[src/rtl/pwm_mon_pkg.sv]
`timescale 1ns/1ps
`default_nettype none
// ============================================================================
//  Module   : pwm_mon_pkg
//  Purpose  : Shared types and helpers for the DPWM gate-pair monitor.
//  Revision : 1.0  initial release
// ============================================================================
package pwm_mon_pkg;

    localparam int c_cnt_w_default = 7;

    typedef enum logic [2:0] {
        IDLE  = 3'd0,
        HI    = 3'd1,
        DEAD1 = 3'd2,
        LO    = 3'd3,
        DEAD2 = 3'd4
    } state_t;

    function automatic int unsigned sat_inc(input int unsigned val, input int unsigned max_val);
        return (val >= max_val) ? max_val : val + 32'd1;
    endfunction

endpackage
`default_nettype wire

[src/rtl/pwm_edge_det.sv]
`timescale 1ns/1ps
`default_nettype none
// ============================================================================
//  Module   : pwm_edge_det
//  Purpose  : Two-stage sampler giving the registered level plus rise/fall.
//  Revision : 1.0  initial release
// ============================================================================
module pwm_edge_det (
    input  logic clk,
    input  logic rst,
    input  logic i_d,
    output logic o_s,
    output logic o_rise,
    output logic o_fall
);

    logic r_s_q;
    logic r_p_q;
    logic w_s_d;
    logic w_p_d;

    always_comb begin
        w_s_d = i_d;
        w_p_d = r_s_q;
    end

    always_ff @(posedge clk) begin
        if (rst) begin
            r_s_q <= 1'b0;
            r_p_q <= 1'b0;
        end else begin
            r_s_q <= w_s_d;
            r_p_q <= w_p_d;
        end
    end

    assign o_s    = r_s_q;
    assign o_rise = r_s_q & ~r_p_q;
    assign o_fall = ~r_s_q & r_p_q;

endmodule
`default_nettype wire

[src/rtl/pwm_gate_monitor.sv]
`timescale 1ns/1ps
`default_nettype none
// ============================================================================
//  Module   : pwm_gate_monitor
//  Purpose  : Decodes the high/low gate pair into per-period widths and
//             deadtimes, and raises overlap / deadtime / timeout faults.
//  Revision : 1.0  initial release
// ============================================================================
module pwm_gate_monitor
    import pwm_mon_pkg::*;
#(
    parameter int CNT_W = c_cnt_w_default
) (
    input  logic             clk,
    input  logic             rst,
    input  logic             en,
    input  logic             gate_hi,
    input  logic             gate_lo,
    input  logic [CNT_W-1:0] cfg_min_dead,
    input  logic             fault_clr,
    output logic [CNT_W-1:0] hi_width,
    output logic [CNT_W-1:0] dead_hl,
    output logic [CNT_W-1:0] lo_width,
    output logic [CNT_W-1:0] dead_lh,
    output logic [CNT_W-1:0] period,
    output logic             meas_valid,
    output logic             lo_missing,
    output logic             fault_overlap,
    output logic             fault_dead,
    output logic             fault_timeout
);

    localparam logic [CNT_W-1:0] c_cnt_max = {CNT_W{1'b1}};
    localparam logic [CNT_W-1:0] c_cnt_one = CNT_W'(1);
    localparam int               c_meas_w  = 5 * CNT_W + 1;

    function automatic logic [CNT_W-1:0] inc(input logic [CNT_W-1:0] v);
        return CNT_W'(sat_inc(32'(v), 32'(c_cnt_max)));
    endfunction

    logic w_s_hi, w_hi_rise, w_hi_fall;
    logic w_s_lo, w_lo_rise, w_lo_fall;

    pwm_edge_det u_hi_det (
        .clk    (clk),
        .rst    (rst),
        .i_d    (gate_hi),
        .o_s    (w_s_hi),
        .o_rise (w_hi_rise),
        .o_fall (w_hi_fall)
    );

    pwm_edge_det u_lo_det (
        .clk    (clk),
        .rst    (rst),
        .i_d    (gate_lo),
        .o_s    (w_s_lo),
        .o_rise (w_lo_rise),
        .o_fall (w_lo_fall)
    );

    state_t              r_state_q, w_state_d;
    logic [CNT_W-1:0]    r_per_q, w_per_d;
    logic [CNT_W-1:0]    r_hi_q, w_hi_d;
    logic [CNT_W-1:0]    r_dhl_q, w_dhl_d;
    logic [CNT_W-1:0]    r_lo_q, w_lo_d;
    logic [CNT_W-1:0]    r_dlh_q, w_dlh_d;
    logic                r_first_q, w_first_d;
    logic                r_pend_q, w_pend_d;
    logic [c_meas_w-1:0] r_snap_q, w_snap_d;
    logic [c_meas_w-1:0] r_res_q, w_res_d;
    logic                r_mv_q, w_mv_d;
    logic                r_f_ov_q, w_f_ov_d;
    logic                r_f_dead_q, w_f_dead_d;
    logic                r_f_to_q, w_f_to_d;

    logic w_overlap, w_close, w_miss;
    logic w_set_ov, w_set_dead, w_set_to;
    logic w_dhl_short, w_dlh_short;

    assign w_overlap   = w_s_hi & w_s_lo;
    assign w_dhl_short = (cfg_min_dead != '0) && (r_dhl_q < cfg_min_dead);
    assign w_dlh_short = (cfg_min_dead != '0) && (r_dlh_q < cfg_min_dead);

    always_comb begin
        w_state_d  = r_state_q;
        w_per_d    = r_per_q;
        w_hi_d     = r_hi_q;
        w_dhl_d    = r_dhl_q;
        w_lo_d     = r_lo_q;
        w_dlh_d    = r_dlh_q;
        w_first_d  = r_first_q;
        w_pend_d   = 1'b0;
        w_snap_d   = r_snap_q;
        w_close    = 1'b0;
        w_miss     = 1'b0;
        w_set_ov   = 1'b0;
        w_set_dead = 1'b0;
        w_set_to   = 1'b0;

        if (!en) begin
            w_state_d = IDLE;
            w_per_d   = '0;
        end else if (w_overlap) begin
            w_set_ov  = 1'b1;
            w_state_d = IDLE;
            w_per_d   = '0;
        end else begin
            if (r_state_q != IDLE) begin
                w_per_d = inc(r_per_q);
            end
            case (r_state_q)
                IDLE: begin
                    if (w_hi_rise) begin
                        w_state_d = HI;
                        w_hi_d    = c_cnt_one;
                        w_per_d   = c_cnt_one;
                        w_dhl_d   = '0;
                        w_lo_d    = '0;
                        w_dlh_d   = '0;
                        w_first_d = 1'b1;
                    end
                end
                HI: begin
                    if (w_hi_fall) begin
                        w_state_d = DEAD1;
                        w_dhl_d   = c_cnt_one;
                    end else begin
                        w_hi_d = inc(r_hi_q);
                    end
                end
                DEAD1: begin
                    if (w_lo_rise) begin
                        w_state_d  = LO;
                        w_lo_d     = c_cnt_one;
                        w_set_dead = w_dhl_short;
                    end else if (w_hi_rise) begin
                        w_close = 1'b1;
                        w_miss  = 1'b1;
                    end else begin
                        w_dhl_d = inc(r_dhl_q);
                    end
                end
                LO: begin
                    if (w_lo_fall) begin
                        w_state_d = DEAD2;
                        w_dlh_d   = c_cnt_one;
                    end else begin
                        w_lo_d = inc(r_lo_q);
                    end
                end
                DEAD2: begin
                    if (w_hi_rise) begin
                        w_close    = 1'b1;
                        w_set_dead = w_dlh_short;
                    end else begin
                        w_dlh_d = inc(r_dlh_q);
                    end
                end
                default: w_state_d = IDLE;
            endcase

            if (w_close) begin
                // The period opened from IDLE may have started mid-stream, so it is never reported.
                w_snap_d  = {r_hi_q, r_dhl_q,
                             (w_miss ? {CNT_W{1'b0}} : r_lo_q),
                             (w_miss ? {CNT_W{1'b0}} : r_dlh_q),
                             r_per_q, w_miss};
                w_pend_d  = ~r_first_q;
                w_first_d = 1'b0;
                w_state_d = HI;
                w_hi_d    = c_cnt_one;
                w_per_d   = c_cnt_one;
                w_dhl_d   = '0;
                w_lo_d    = '0;
                w_dlh_d   = '0;
            end else if ((r_state_q != IDLE) && (r_per_q == c_cnt_max)) begin
                w_set_to  = 1'b1;
                w_state_d = IDLE;
                w_per_d   = '0;
            end
        end
    end

    always_comb begin
        w_mv_d     = r_pend_q & ~(en & w_overlap);
        w_res_d    = w_mv_d ? r_snap_q : r_res_q;
        w_f_ov_d   = (r_f_ov_q & ~fault_clr) | w_set_ov;
        w_f_dead_d = (r_f_dead_q & ~fault_clr) | w_set_dead;
        w_f_to_d   = (r_f_to_q & ~fault_clr) | w_set_to;
    end

    always_ff @(posedge clk) begin
        if (rst) begin
            r_state_q  <= IDLE;
            r_per_q    <= '0;
            r_hi_q     <= '0;
            r_dhl_q    <= '0;
            r_lo_q     <= '0;
            r_dlh_q    <= '0;
            r_first_q  <= 1'b0;
            r_pend_q   <= 1'b0;
            r_snap_q   <= '0;
            r_res_q    <= '0;
            r_mv_q     <= 1'b0;
            r_f_ov_q   <= 1'b0;
            r_f_dead_q <= 1'b0;
            r_f_to_q   <= 1'b0;
        end else begin
            r_state_q  <= w_state_d;
            r_per_q    <= w_per_d;
            r_hi_q     <= w_hi_d;
            r_dhl_q    <= w_dhl_d;
            r_lo_q     <= w_lo_d;
            r_dlh_q    <= w_dlh_d;
            r_first_q  <= w_first_d;
            r_pend_q   <= w_pend_d;
            r_snap_q   <= w_snap_d;
            r_res_q    <= w_res_d;
            r_mv_q     <= w_mv_d;
            r_f_ov_q   <= w_f_ov_d;
            r_f_dead_q <= w_f_dead_d;
            r_f_to_q   <= w_f_to_d;
        end
    end

    assign hi_width      = r_res_q[5*CNT_W -: CNT_W];
    assign dead_hl       = r_res_q[4*CNT_W -: CNT_W];
    assign lo_width      = r_res_q[3*CNT_W -: CNT_W];
    assign dead_lh       = r_res_q[2*CNT_W -: CNT_W];
    assign period        = r_res_q[CNT_W -: CNT_W];
    assign lo_missing    = r_res_q[0];
    assign meas_valid    = r_mv_q;
    assign fault_overlap = r_f_ov_q;
    assign fault_dead    = r_f_dead_q;
    assign fault_timeout = r_f_to_q;

endmodule
`default_nettype wire

[config.mk]
export PLATFORM = sky130hd
export DESIGN_NAME = pwm_gate_monitor
export DESIGN_NICKNAME = d
export VERILOG_FILES = /design/src/rtl/pwm_mon_pkg.sv /design/src/rtl/pwm_edge_det.sv /design/src/rtl/pwm_gate_monitor.sv
export SDC_FILE = /design/constraint.sdc
export NUM_CORES = 1
export LEC_CHECK = 0
export CAP_MARGIN = 10
export CELL_PAD_IN_SITES_DETAIL_PLACEMENT = 1
export CELL_PAD_IN_SITES_GLOBAL_PLACEMENT = 1
export CORE_MARGIN = 4
export CORE_UTILIZATION = 28
export DETAILED_ROUTE_END_ITERATION = 6
export GPL_TIMING_DRIVEN = 0
export PLACE_DENSITY_LB_ADDON = 0.1
export RECOVER_POWER = 100
export SLEW_MARGIN = 40
export SYNTH_ARGS = -nofsm -noshare
export SYNTH_HDL_FRONTEND = slang
export SYNTH_SLANG_ARGS = --single-unit
[constraint.sdc]
create_clock -name clk -period 2.6 [get_ports clk]
set_clock_uncertainty 0.2 [all_clocks]
set_input_delay 0.78 -clock clk [delete_from_list [all_inputs] [get_ports clk]]
set_output_delay 0.78 -clock clk [all_outputs]
set_load 0.05 [all_outputs]
Yosys cells after proc, flatten, opt, wreduce, memory -nomap -nowiden
Cells that the tools add are included.

word-level totals
  register bits after elaboration = 120
  input bits = 13
  word-level logic and storage cells = 161

cells by class
  add/subtract/negate cells = 5
  order comparisons = 7
  equal/unequal tests = 23
  muxes and demuxes = 59
  bitwise gates (word level) = 24
  reduce and logical (&&, ||, !) cells = 23

operators by type and width
  cell                 number
  $mux 7               24
  $pmux 7 s3           3
  $add 7x1->7 const B  5
  $ge 7x7->1 const B   5
  $mux 1               24
  $ne 3x3->1 const B   6
  $ne 4x3->1 const B   4
  $pmux 3 s5           1
  $reduce_and 5->1     3
  $lt 7x7->1           2
  $pmux 7 s2           1
  $mux 3               4
  $ne 3x2->1 const B   4
  $reduce_and 6->1     2
  $reduce_bool 4->1    3
  $not 1->1            11
  $and 1x1->1          10
  $ne 2x1->1 const B   4
  $eq 7x7->1 const B   1
  $reduce_and 7->1     1
  $reduce_bool 7->1    1
  $eq 3x2->1 const B   2
  $reduce_bool 3->1    2
  $reduce_or 5->1      1
  11 further kinds     17

Longest topological paths before layout
Gate-level depths: netlist of run 1.

  word-level depth = 11
  depth in mapped cells = 7
  depth with buffers taken out = 7

By module
From an unflattened synthesis of run 1, not the netlist that was laid out.

unflattened totals
  cell total of the unflattened synthesis = 670
  area, all modules = 5375.2 sq um

by module, submodules not included
  module            instances  cells each  area each (sq um)  seq. area each (sq um)
  pwm_gate_monitor  1          658         5245.0             2322.2
  pwm_edge_det      2          6           65.1               40.0

Worst setup path before layout of run 1
OpenSTA, ideal clock, no wires.

  path type = in2reg
  start point = in cfg_min_dead[2]
  end point = reg r_f_dead_q, in the netlist fault_dead
  setup time = 0.092 ns
  data arrival time = 2.002 ns
  data required time = 2.308 ns
  setup slack = 0.305 ns
  cell stages on the path = 7
  cell sequence = inv_1 -> ha_1 -> a211oi_1 -> o21ai_0 -> a2111oi_0 -> a21oi_1 -> o32ai_1

between the ends
  longest elaborated chain between the ends = 7

ends and longest elaborated chain
  element                                      RTL line                                          source
  start, declared                              pwm_gate_monitor.sv:19                            input logic [CNT_W-1:0] cfg_min_dead,
  $lt 7x7->1, or another cell as far along     pwm_gate_monitor.sv:83                            assign w_dlh_short = (cfg_min_dead != '0) && (r_dlh_q < cfg_min_dead);
  $logic_and 1x1->1, on equally long branches  pwm_gate_monitor.sv:83, pwm_gate_monitor.sv:82
  $mux 1, on equally long branches             pwm_gate_monitor.sv:153, pwm_gate_monitor.sv:133
  $pmux 1 s2 *                                 pwm_gate_monitor.sv:112                           case (r_state_q)
  $mux 1 *                                     pwm_gate_monitor.sv:104                           end else if (w_overlap) begin
  $mux 1 *                                     pwm_gate_monitor.sv:101                           if (!en) begin
  $or 1x1->1 *                                 pwm_gate_monitor.sv:189                           w_f_dead_d = (r_f_dead_q & ~fault_clr) | w_set_dead;
  end signal, assigned                         pwm_gate_monitor.sv:222                           r_f_dead_q <= w_f_dead_d;
  end, declared                                pwm_gate_monitor.sv:74                            logic r_f_dead_q, w_f_dead_d;

Mark *: on every way between the ends. The rest lies on a longest branch, timed or not.
A chain may end at the register's enable or synchronous reset.

Worst setup path in the final report of run 1
  start point = in en
  end point = reg r_hi_q[5]

between the ends
  longest elaborated chain between the ends = 1

ends and longest elaborated chain
  element                            RTL line                 source
  start, declared                    pwm_gate_monitor.sv:16   input logic en,
  $reduce_and 5->1 (no source line)  n/a
  end signal, assigned               pwm_gate_monitor.sv:212  r_hi_q <= w_hi_d;
  end, declared                      pwm_gate_monitor.sv:64   logic [CNT_W-1:0] r_hi_q, w_hi_d;

No other way between the ends.

==> results of run 1 <==
==> sequential cells by signal, summed over array words and instances (netlist names) <==
name	count
fault_dead	1
fault_overlap	1
fault_timeout	1
meas_valid	1
r_dhl_q	7
r_dlh_q	7
r_first_q	1
r_hi_q	7
r_lo_q	7
r_pend_q	1
r_per_q	7
r_res_q	36
r_snap_q	36
r_state_q	3
u_hi_det.o_s	1
u_hi_det.r_p_q	1
u_lo_det.o_s	1
u_lo_det.r_p_q	1
==> worst max-delay path, cell delays in order <==
cell and delay [ps]:
clkdlybuf4s50_1 500, nand4bb_1 240, nor2_1 200, a32o_1 200, clkbuf_1 400, a41oi_1 180, a211oi_1 230
==> Yosys cell counts, types with 3 or more instances <==
master    number  area share
a21o_1         3      0.0043
o21ai_0       14       0.013
a41oi_1        6       0.010
nand4_1        3      0.0036
o211ai_1       5      0.0072
a21oi_1       67       0.064
ha_1          17       0.041
nor2_1        47       0.034
nand2b_1      16       0.019
a311oi_1       3      0.0050
buf_2          7      0.0067
and2_1         3      0.0036
nor2b_1        7      0.0083
clkbuf_1      18       0.013
dfxtp_1      120        0.46
o31ai_1        3      0.0043
a21boi_0       3      0.0043
a211oi_1      18       0.026
a31oi_1        8      0.0095
mux2i_1       23       0.044
nor3_1        10      0.0095
a22o_1        14       0.023
and3_1         9       0.011
or3_1          4      0.0048
nand3_1       15       0.014
inv_1         13      0.0093
o21a_1         3      0.0043
nand2_1      107       0.077
==> worst min-delay path by stage <==
stage               from  endpoint  depth (start not counted)  slack (ps)
2_1_floorplan  r_first_q  r_pend_q                          1         200
3_3_place_gp   r_first_q  r_pend_q                          1         220
3_5_place_dp   r_first_q  r_pend_q                          1         220
4_1_cts        r_first_q  r_pend_q                          1         230
5_1_grt        r_first_q  r_pend_q                          1         260
6_report       r_first_q  r_pend_q                          1         240
==> cell families after synthesis <==
logic type	after synthesis
xor+xnor	1
buf+inv	43
mux	23
flops	120
simple gates	238
compound gates	166
fa+ha+maj	17
==> cells in the final DEF, fill, tap and decap left out, drive strengths merged, types with 4 or more instances in the layout <==
cell type        n
a211oi          20
bufinv           5
or3              4
a41oi            6
nand2          107
and2             4
nor3            10
ha              17
nand3           15
nor2            48
a21boi           4
clkbuf          50
nor2b            7
buf              9
dfxtp          120
clkinv           6
a21oi           68
a31oi            8
clkdlybuf4s50   44
o211ai           5
nand2b          16
a22o            14
and3             9
o21ai           15
mux2i           23
inv             13
==> report_power, final <==
| part | internal, uW | switching [uW] | leakage [uW] | total [uW] |
|---|---|---|---|---|
| combinational | 56.1 | 114 | 0.00106 | 170 |
| clock | 1720 | 855 | 0.000314 | 2580 |
| sequential | 1850 | 15.4 | 0.000968 | 1860 |
==> through the flow <==
step                      hold WS (ps)  area, um2  setup slack, ps
final                              236       6710            -10.5
after floorplan                    202       5250              305
after global routing               262       6710             -109
after CTS                          232       6720             1.06
after detailed placement           218       6050             -550
after global placement             225       6050             -481
==> metal layers <==
metal  vias up  wire length (um)  global-route usage
met3        25               654              0.0355
met1      2339              8040               0.215
met2        83              7610               0.254
li1       2327                 -                   -
met4         0               384              0.0656
met5         -                 0                   0
==> final cells by class <==
type	count	area share
multi-input combinational	445	0.400
inverter	13	0.00728
clock buffer	20	0.0666
tap	229	0.0427
timing repair buffer	54	0.0731
sequential	120	0.358
clock inverter	12	0.0297
buffer	30	0.0218
==> timing repair <==
| action | CTS | global route |
|---|---|---|
| gates resized for setup | 10 | 21 |
| hold buffers | 0 | 0 |
| setup buffers | 0 | 2 |
| setup endpoints to repair | 44 | 69 |
| pin swaps | 0 | 2 |
==> results.sh, run 1 <==
export IMPL_cts_sinks=120
export IMPL_leakage_uw=0.00234
export IMPL_maxSlewHeadroom=0.519
export IMPL_synthSimpleGateAreaFrac=0.211
export IMPL_maxSlewViolCount=0
export IMPL_avgSynthCellArea_um2=8.63
export IMPL_antenna_found_initial=0
export IMPL_setup_slack_ps=-10.5
export IMPL_synthAdderAreaFrac=0.0405
export IMPL_clock_path_buffers=2
export IMPL_fmax_ghz=0.383
export IMPL_cts_buffers=17
export IMPL_route_detailed_drc=0
export IMPL_grt_max_degree=17
export IMPL_synth_top_family_by_area="simple AND/OR/NAND/NOR gates"
export IMPL_fin_cells=923
export IMPL_ys_ff_latch=120
export IMPL_power_density_nw_per_um2=688
export IMPL_io_buffer_count=52
export IMPL_status="complete, but fails checks"
export IMPL_grt_pass1_wl_um=27300
export IMPL_regArea_um2=2400
export IMPL_clk_latency_ps=420
export IMPL_cts_tree="built"
export IMPL_synth_compound_area_frac=0.209
export IMPL_synthCells=608
export IMPL_muxShareOfSynthArea=0.0439
export IMPL_synthArstFlopShare=0
export IMPL_end_kind="flop"
export IMPL_place_gp_congestion=0.842
export IMPL_fp_dieW_um=145
export IMPL_cts_root_buf="clkbuf_16"
export IMPL_rr_endpoint="r_snap_q[21]"
export IMPL_rr_startpoint="u_lo_det.o_s"
export IMPL_fin_tns_setup_ps=-27.2
export IMPL_die_h_um=145
export IMPL_avgViaCountPerCell=5.17
export IMPL_grt_pass1_vias=5033
export IMPL_syn_cell_area_um2=5250
export IMPL_vdd_ir_drop_max_v=0.000424
export IMPL_maxCapViolations=0
export IMPL_dr_pass1_iters=4
export IMPL_dpl_hpwl_um=11800
export IMPL_start_kind="primary input"
export IMPL_multi_input_area_um2=2690
export IMPL_drive_gt1_frac=0.0937
export IMPL_path_class="in -> reg"
export IMPL_synth_edf_count=0
export IMPL_hp_class="reg -> reg"
export IMPL_drt_wl_total_um=16700
export IMPL_first_iter_violations=268
export IMPL_vias=4774
export IMPL_ff2ff_setup_slack_ps=160
export IMPL_start_util=0.288
export IMPL_hold_viol=0
export IMPL_synthXorXnorAreaFrac=0.00167
export IMPL_fin_crit_ps=2610
export IMPL_drtAntennaViolNets=0
export IMPL_violations="negative setup slack"
export IMPL_routedWlPerCell_um=18.1
export IMPL_core_area_um2=18200
export IMPL_dominantRegCellSynth="dfxtp_1"
export IMPL_synth_warnings=0
export IMPL_h_tree_depth=4
export IMPL_crit_fanout=10
export IMPL_fill_cells=2108
export IMPL_fin_util=0.368
export IMPL_num_rows=49
export IMPL_area_growth_pct=27.8
export IMPL_crit_required_ps=2730
export IMPL_clkTransAtPathRegs_ps=60
export IMPL_startpoint="en"
export IMPL_synth_seq_area_share=0.458
export IMPL_worst_pin_slew_ps=722
export IMPL_num_antenna_cells=0
export IMPL_grt_overflow=0
export IMPL_arrival_ps=2740
export IMPL_mappedNetlistNets=638
export IMPL_finalPower_uw=4610
export IMPL_reg2reg_depth=6
export IMPL_final_nets=711
export IMPL_finalSetupViolations=5
export IMPL_ioPinCount=53
export IMPL_place_inst=889
export IMPL_endpoint="r_hi_q[5]"
export IMPL_die_area_um2=21000
export IMPL_finalCritPeriodShare=1.00
export IMPL_rsz0062_at_grt="yes"
export IMPL_gr_usage_all_layers=0.161
export IMPL_synth_distinct_cells=60
Power figures use the tool's default switching activity.
==> run 2, diff against run 1 <==
- TNS_END_PERCENT: unset -> 1
==> run 2 against run 1 <==
The flow still finishes with violations (negative setup slack); non-clock buffer count down 2; hold slack worse by 7.5 ps; sequential power about the same; critical path depth unchanged; flip-flop and latch count unchanged; combinational power about the same; wire length down 0.64%; critical path type unchanged; largest power group unchanged.
==> results.sh, run 2 (same netlist as run 1, synthesis figures left out) <==
export IMPL_grt_pass1_vias=5033
export IMPL_place_area_um2=6050
export IMPL_final_cell_mix="120 x dfxtp_1, 106 x nand2_1, 66 x a21oi_1"
export IMPL_arrival_ps=2760
export IMPL_holdPathEnd="r_pend_q"
export IMPL_regArea_um2=2400
export IMPL_cts_buffers=17
export IMPL_worst_pin_slew_ps=726
export IMPL_rr_endpoint="r_snap_q[21]"
export IMPL_rsz0062_at_grt="yes"
export IMPL_num_antenna_cells=0
export IMPL_swShare=0.213
export IMPL_grt_overflow=0
export IMPL_io_buffer_count=52
export IMPL_clock_path_buffers=2
export IMPL_core_area_um2=18200
export IMPL_hold_viol=0
export IMPL_cts_setup_buffers=0
export IMPL_clkTransAtPathRegs_ps=50
export IMPL_cts_sinks=120
export IMPL_place_gp_congestion=0.842
export IMPL_gr_usage_all_layers=0.161
export IMPL_fmax_ghz=0.380
export IMPL_fill_cells=2110
export IMPL_clk_latency_ps=420
export IMPL_start_util=0.288
export IMPL_drt_wl_total_um=16600
export IMPL_cts_tree="built"
export IMPL_final_nets=709
export IMPL_power_density_nw_per_um2=690
export IMPL_num_rows=49
export IMPL_vias=4751
export IMPL_final_common_cell="dfxtp_1"
export IMPL_path_class="in -> reg"
export IMPL_h_tree_depth=4
export IMPL_maxCapViolations=0
export IMPL_dr_pass1_iters=6
export IMPL_dpl_hpwl_um=11800
export IMPL_fin_tns_setup_ps=-71.1
export IMPL_routedWlPerCell_um=18.0
export IMPL_setup_slack_ps=-28.1
export IMPL_grt_pass1_wl_um=27300
export IMPL_ioPinCount=53
export IMPL_hold_path_depth=1
export IMPL_place_ws_ps=-550
export IMPL_antenna_found_initial=0
export IMPL_die_area_um2=21000
export IMPL_seqPwrFrac=0.404
export IMPL_cts_hold_buf=0
export IMPL_grt_max_degree=17
export IMPL_fp_dieW_um=145
export IMPL_avgViaCountPerCell=5.16
export IMPL_final_cell_area_um2=6680
export IMPL_combPwrFrac=0.036
export IMPL_first_iter_violations=232
export IMPL_maxSlewHeadroom=0.516
export IMPL_maxSlewViolCount=0
export IMPL_min_from="r_first_q"
export IMPL_status="complete, but fails checks"
export IMPL_finalCritPeriodShare=1.01
export IMPL_fin_crit_ps=2630
export IMPL_multi_input_area_um2=2680
export IMPL_crit_required_ps=2730
export IMPL_area_growth_pct=27.3
export IMPL_hp_class="reg -> reg"
export IMPL_vdd_ir_drop_max_v=0.000426
export IMPL_drtAntennaViolNets=0
export IMPL_end_kind="flop"
export IMPL_finalSetupViolations=7
export IMPL_drive_gt1_frac=0.0867
export IMPL_reg2reg_depth=6
export IMPL_crit_fanout=10
export IMPL_reg_top3="r_res_q x36, r_snap_q x36"
export IMPL_clock_power_share=0.559
export IMPL_cts_root_buf="clkbuf_16"
export IMPL_rr_startpoint="u_lo_det.o_s"
export IMPL_violations="negative setup slack"
export IMPL_intPower_uw=3630
export IMPL_die_h_um=145
export IMPL_ff2ff_setup_slack_ps=180
export IMPL_leakage_uw=0.00232
export IMPL_p_switching_uw=981
export IMPL_route_detailed_drc=0
export IMPL_start_kind="primary input"
-- run 2: cell count changes in the layout (fill, tap and decap cells not counted), sizes merged --
cell / previous run / this run
buf: 9 / 6
clkbuf: 50 / 51
-- run 2: through the flow --
step	util	power (uW)	instances	hold WS (ps)
4_1_cts	0.369	4680	921	232
6_report	0.367	4610	921	229
3_3_place_gp	0.333	2070	889	225
3_5_place_dp	0.333	2070	889	218
5_1_grt	0.367	4780	921	263
2_1_floorplan	-	1990	608	202
-- run 2: how the worst max path moves through the flow --
stage                         start         end  slack (ps)  cells after the start
floorplan           cfg_min_dead[2]  fault_dead         310                      7
global placement                rst   r_lo_q[6]        -480                      4
detailed placement              rst   r_lo_q[6]        -550                      4
CTS                      r_res_q[6]   period[5]           1                      1
global route                     en  r_dlh_q[3]        -140                      6
finish                           en   r_hi_q[5]         -30                      7
-- run 2: area by class of cell --
type	count	area share
Buffer	30	0.0221
Clock buffer	20	0.0669
Clock inverter	12	0.0298
Inverter	13	0.00730
Multi-Input combinational cell	445	0.400
Sequential cell	120	0.360
Tap cell	229	0.0429
Timing Repair Buffer	52	0.0712
-- run 2: what timing repair did --
action                                  in CTS  in global routing
resized for setup                           10                 17
gates cloned                                 0                  0
pin swaps                                    0                  2
endpoints found under the setup margin      44                 69
-- run 2: power by group through the flow --
| stage | Sequential, uW | Clock [uW] | Combinational (uW) |
|---|---|---|---|
| floorplan | 1900 | 0 | 94.9 |
| global placement | 1900 | 0 | 165 |
| detailed placement | 1900 | 0 | 168 |
| CTS | 1860 | 2640 | 171 |
| global route | 1860 | 2730 | 186 |
| finish | 1860 | 2580 | 167 |
-- run 2: worst max-delay path: stages --
cell and delay [ps]:
clkdlybuf4s50_1 500, nand4bb_1 260, nor2_1 220, a32o_1 200
clkbuf_1 390, a41oi_1 180, a211oi_1 220
-- run 2: layer usage --
layer | up-vias | track usage | part of all wire
li1 | 2320 | - | -
met1 | 2328 | 0.215 | 0.48
met2 | 79 | 0.254 | 0.46
met3 | 24 | 0.0355 | 0.042
met4 | 0 | 0.0656 | 0.023
met5 | - | 0 | 0
